<file path="config.mk">
export PLATFORM = sky130hd
export DESIGN_NAME = jk_mod_counter
export DESIGN_NICKNAME = d
export VERILOG_FILES = /design/src/rtl/jk_lab_pkg.sv /design/src/rtl/jk_cell.sv /design/src/rtl/jk_mod_counter.sv
export SDC_FILE = /design/constraint.sdc
export NUM_CORES = 1
export LEC_CHECK = 0
export ABC_AREA = 1
export CAP_MARGIN = 20
export CORE_ASPECT_RATIO = 1.5
export CORE_MARGIN = 8
export CORE_UTILIZATION = 40
export CTS_CLUSTER_DIAMETER = 50
export CTS_CLUSTER_SIZE = 10
export DETAILED_ROUTE_END_ITERATION = 8
export MAX_ROUTING_LAYER = met4
export PLACE_DENSITY = 0.68
export SLEW_MARGIN = 20
export SYNTH_ARGS = -nofsm -noshare
export SYNTH_HDL_FRONTEND = slang
export SYNTH_SLANG_ARGS = --single-unit
</file>
<file path="constraint.sdc">
create_clock -name clk -period 2.7 [get_ports clk]
set_input_delay 0.405 -clock clk [delete_from_list [all_inputs] [get_ports clk]]
set_output_delay 0.405 -clock clk [all_outputs]
set_load 0.005 [all_outputs]
</file>
<file path="src/rtl/jk_lab_pkg.sv">
// Shared definitions for the JK-flip-flop lab blocks: next-state select
// encoding and the JK excitation helper.
package jk_lab_pkg;

    typedef enum logic [1:0] {
        NS_HOLD,
        NS_LOAD,
        NS_UP,
        NS_DOWN
    } ns_sel_t;

    // Returns {J, K} that moves a cell from cur to target; don't-cares resolved to 0.
    function automatic logic [1:0] jk_excite(input logic target, input logic cur);
        return {~cur & target, cur & ~target};
    endfunction

endpackage

</file>
<file path="src/rtl/jk_cell.sv">
// Single-bit JK storage element with synchronous active-high reset.
module jk_cell (
    input  logic clk,
    input  logic reset,
    input  logic j,
    input  logic k,
    output logic q
);

    always_ff @(posedge clk) begin
        if (reset) begin
            q <= 1'b0;
        end else begin
            unique case ({j, k})
                2'b00:   q <= q;
                2'b01:   q <= 1'b0;
                2'b10:   q <= 1'b1;
                default: q <= ~q;
            endcase
        end
    end

endmodule

</file>
<file path="src/rtl/jk_mod_counter.sv">
// Modulo-N up/down counter stored in a bank of JK cells; this block computes
// the desired next count and drives each cell's J/K from it.
module jk_mod_counter
    import jk_lab_pkg::*;
#(
    parameter int WIDTH   = 4,
    parameter int MODULUS = 10
) (
    input  logic             clk,
    input  logic             reset,
    input  logic             en,
    input  logic             up,
    input  logic             load,
    input  logic [WIDTH-1:0] load_val,
    output logic [WIDTH-1:0] count,
    output logic             tc,
    output logic             load_err,
    output logic [WIDTH-1:0] j_vec,
    output logic [WIDTH-1:0] k_vec
);

    generate
        if (MODULUS < 2 || MODULUS > (1 << WIDTH)) begin : g_bad_modulus
            $error("jk_mod_counter: MODULUS must satisfy 2 <= MODULUS <= 2**WIDTH");
        end
    endgenerate

    // Width-extended modulus so MODULUS == 2**WIDTH still compares correctly.
    localparam logic [WIDTH:0]   MOD_EXT = (WIDTH+1)'(MODULUS);
    localparam logic [WIDTH-1:0] MAX_CNT = WIDTH'(MODULUS - 1);
    localparam logic [WIDTH-1:0] ONE     = WIDTH'(1);

    ns_sel_t          sel;
    logic [WIDTH-1:0] next_cnt;
    logic             load_oob;
    logic             illegal;

    assign load_oob = ({1'b0, load_val} >= MOD_EXT);
    assign illegal  = ({1'b0, count} >= MOD_EXT);

    always_comb begin
        sel = NS_HOLD;
        if (load) begin
            sel = NS_LOAD;
        end else if (en) begin
            sel = up ? NS_UP : NS_DOWN;
        end
    end

    // An out-of-range count recovers to 0 on the next enabled step.
    always_comb begin
        next_cnt = count;
        unique case (sel)
            NS_LOAD: next_cnt = load_oob ? MAX_CNT : load_val;
            NS_UP:   next_cnt = (illegal || count == MAX_CNT) ? '0 : count + ONE;
            NS_DOWN: begin
                if (illegal) begin
                    next_cnt = '0;
                end else if (count == '0) begin
                    next_cnt = MAX_CNT;
                end else begin
                    next_cnt = count - ONE;
                end
            end
            default: next_cnt = count;
        endcase
    end

    always_comb begin
        j_vec = '0;
        k_vec = '0;
        for (int unsigned i = 0; i < WIDTH; i++) begin
            {j_vec[i], k_vec[i]} = jk_excite(next_cnt[i], count[i]);
        end
    end

    always_comb begin
        tc = en & ~load & ~reset &
             ((up & (count == MAX_CNT)) | (~up & (count == '0)));
    end

    always_ff @(posedge clk) begin
        if (reset) begin
            load_err <= 1'b0;
        end else begin
            load_err <= load & load_oob;
        end
    end

    generate
        for (genvar g = 0; g < WIDTH; g++) begin : g_cell
            jk_cell u_cell (
                .clk   (clk),
                .reset (reset),
                .j     (j_vec[g]),
                .k     (k_vec[g]),
                .q     (count[g])
            );
        end
    endgenerate

endmodule

</file>
==> results.cfg <==
[run_status]
status = complete, no violations

[synthesis]
ys_types = 23
yosys.area.top_type = ha_1
synth_top_area_share_pct = 22.06
ys_seq_area_share_pct = 11.76
synth-warning-count = 0
avgSynthCellArea_um2 = 7.150
ys_seq_elements = 5
ys_top_cells_by_area = ha_1 (22%), dfxtp_1 (12%), buf_4 (11%)
netlist_instances = 119
synth_nets = 143
synth_area_um2 = 850.8

[cells_and_area]
diodes = 0
final-seq-area_um2 = 102.6
fillCellCount = 191
final_cell_mix = clkdlybuf4s50_1 (19), nand2_1 (17), ha_1 (14)
multi_input_area_um2 = 616.8
layout_commonest_cell = clkdlybuf4s50_1
final_util_pct = 53.70
area_delta_synth_final_pct = 27.94
stdcell_count = 159
nets = 162
final_layout_size_suffix_gt1_share_pct = 29.20

[clock_tree]
path_clk_slew_ns = 0.05
h-tree-depth = 1
cts_inserted_buffers = 3
tritoncts = built
clock_sinks = 5
cts_buffer_depth = 2
clk_latency_ns = 0.25
cts-root-buf = clkbuf_4

[detailed_routing]
drc = 0
first_pass_iters = 5
drt-total-wl_um = 1924
drt-initial-drc-count = 13
avgViaCountPerCell = 5.000
drtAntennaViolNets = 0
vias = 795
avgRoutedWirePerCell_um = 12.10

[floorplanning]
initial_core_util_pct = 41.98
pin_count = 23
dieWidth_um = 53.66
die_h_um = 72.49
core-area_mm2 = 0.002027
row_count = 20
dieArea_mm2 = 0.003889

[setup_path]
end_kind = output pin
reg2reg_slack_ns = 0.85
endpoint = j_vec[1]
r2r_cells = 12
r2r_start = g_cell[1].u_cell.q$_SDFFE_PP0P_
worstReg2RegEnd = g_cell[1].u_cell.q$_SDFFE_PP0P_
cp_max_fo = 4
worst-setup-path-type = primary input to output pin
crit_required_ns = 2.30
arrival_ns = 2.23
start_kind = primary input
crit_start = en

[power_and_ir_drop]
clockPowerShare_pct = 9.7
swShare_pct = 47.55
p_per_area_mw_per_mm2 = 880.0
p_sw_w = 0.0004555
vdd_drop_max_mv = 0.2967
combPwrFrac_pct = 72.3
power.leakage_nw = 0.5260
pwr-share-seq_pct = 18.0
p_int_w = 0.0005024

[place]
hpwl_um = 1576
io_buffers = 22
place_congestion = 0.9374
place_inst = 155

[sta]
drv_slew = 0
timing.final.crit_share_pct = 97.74
rsz0062_at_grt = true
worst_slew_pin_slew_ns = 0.2497
skew_ns = 0.002422
relSlewSlack_pct = 83.35
fmax_mhz = 378.9
setup_viol = 0
min_period_ns = 2.639
final_hold_viol_count = 0

[worst_hold_path]
hold_class = flip-flop to flip-flop

[global_routing]
grt_max_degree = 11
grt_pass1_wl_um = 3284
track_usage_pct = 11.02
antenna_found_initial = 0
overflow = 0
grt_pass1_vias = 792

[run]
cap_violations = 0
cell usage after synthesis:
master,count
nor2_1,15
nand3_2,3
nor3_1,5
o21bai_2,3
inv_4,2
nand2_1,17
o211a_1,1
ha_1,15
nand3_1,4
dfxtp_1,5
a211oi_1,4
nor2_4,1
nor2_2,7
o21ai_2,1
buf_6,1
buf_4,12
inv_1,8
nand4_1,2
a31oi_1,1
o21ai_0,4
inv_2,2
nand2_2,5
xnor2_1,1
repair_timing:
| action | CTS | global route |
|---|---|---|
| setup endpoints to repair | 2 | 8 |
| setup buffers | 0 | 0 |
| hold buffers | 0 | 0 |
| resized for setup | 2 | 11 |
per-stage QoR:
step / hold WS, ns / total power, W / TNS, ns / area, µm² / setup slack [ns]
2_1_floorplan: 0.4818 / 0.0006769 / 0 / 850.8 / 0.6635
3_3_place_gp: 0.5651 / 0.0008257 / 0 / 1035 / 0.0006593
3_5_place_dp: 0.5884 / 0.0008490 / -0.04772 / 1035 / -0.03595
4_1_cts: 0.5967 / 0.0009544 / 0 / 1066 / 0.002803
5_1_grt: 0.5700 / 0.001062 / -0.1215 / 1089 / -0.07502
6_report: 0.5331 / 0.0009579 / 0 / 1089 / 0.06093
how the worst min path moves through the flow:
stage / start / endpoint / slack, ns / cells after the start
after floorplan: reset / load_err$_SDFF_PP0_ / 0.48 / 1
after global placement: g_cell[1].u_cell.q$_SDFFE_PP0P_ / g_cell[1].u_cell.q$_SDFFE_PP0P_ / 0.57 / 2
after detailed placement: g_cell[1].u_cell.q$_SDFFE_PP0P_ / g_cell[1].u_cell.q$_SDFFE_PP0P_ / 0.59 / 2
after CTS: g_cell[1].u_cell.q$_SDFFE_PP0P_ / g_cell[1].u_cell.q$_SDFFE_PP0P_ / 0.60 / 2
after global routing: g_cell[1].u_cell.q$_SDFFE_PP0P_ / g_cell[1].u_cell.q$_SDFFE_PP0P_ / 0.57 / 2
final: g_cell[1].u_cell.q$_SDFFE_PP0P_ / g_cell[1].u_cell.q$_SDFFE_PP0P_ / 0.53 / 2
cell families (layout without fill, tap and decap cells):
logic type	count (synthesis)	after routing	synth area share [%]
adders and majority gates	15	15	22.06
and+or+nand+nor	59	59	34.56
xor gates and xnor gates	1	1	1.030
buffers and inverters	25	43	17.79
AOI/OAI and AO/OA	14	14	12.79
DFF	5	5	11.77
registers in the layout, summed over array words and instances, names as in the netlist:
signal           flops
load_err             1
g_cell.u_cell.q      4
worst max-delay path: stages:
cell and delay (ns):
clkdlybuf4s50_1 0.47, inv_1 0.07, nor2_2 0.10, nand2_1 0.10, nor2_4 0.12, nand2_1 0.08, nand2_2 0.08, nor2_2 0.03
nor2_1 0.10, ha_1 0.17, clkdlybuf4s50_1 0.50
power groups by stage:
| stage | clock (W) | sequential [W] | combinational [W] |
|---|---|---|---|
| 6_report | 0.0000929 | 0.000172 | 0.000693 |
| 5_1_grt | 0.000101 | 0.000183 | 0.000778 |
| 4_1_cts | 0.0000932 | 0.000167 | 0.000694 |
| 3_5_place_dp | 0 | 0.000168 | 0.000681 |
| 3_3_place_gp | 0 | 0.000166 | 0.000660 |
| 2_1_floorplan | 0 | 0.000160 | 0.000517 |
metal layers:
layer / part of all wire (%) / vias up / wire [µm] / track usage [%]
li1: - / 416 / - / -
met1: 40 / 345 / 775 / 11.16
met2: 53 / 27 / 1022 / 19.90
met3: 4.1 / 7 / 78 / 1.227
met4: 2.4 / 0 / 47 / 5.070
met5: 0 / - / 0 / -
layout make-up:
| type | instances | share of cell area (%) |
|---|---|---|
| multi-input cells | 89 | 56.67 |
| repair buffers | 27 | 24.37 |
| flip-flops and latches | 5 | 9.425 |
| inverters | 12 | 4.598 |
| well taps | 22 | 2.529 |
| clock buffers | 4 | 2.414 |
No activity file was read; power rests on OpenSTA's default activity.
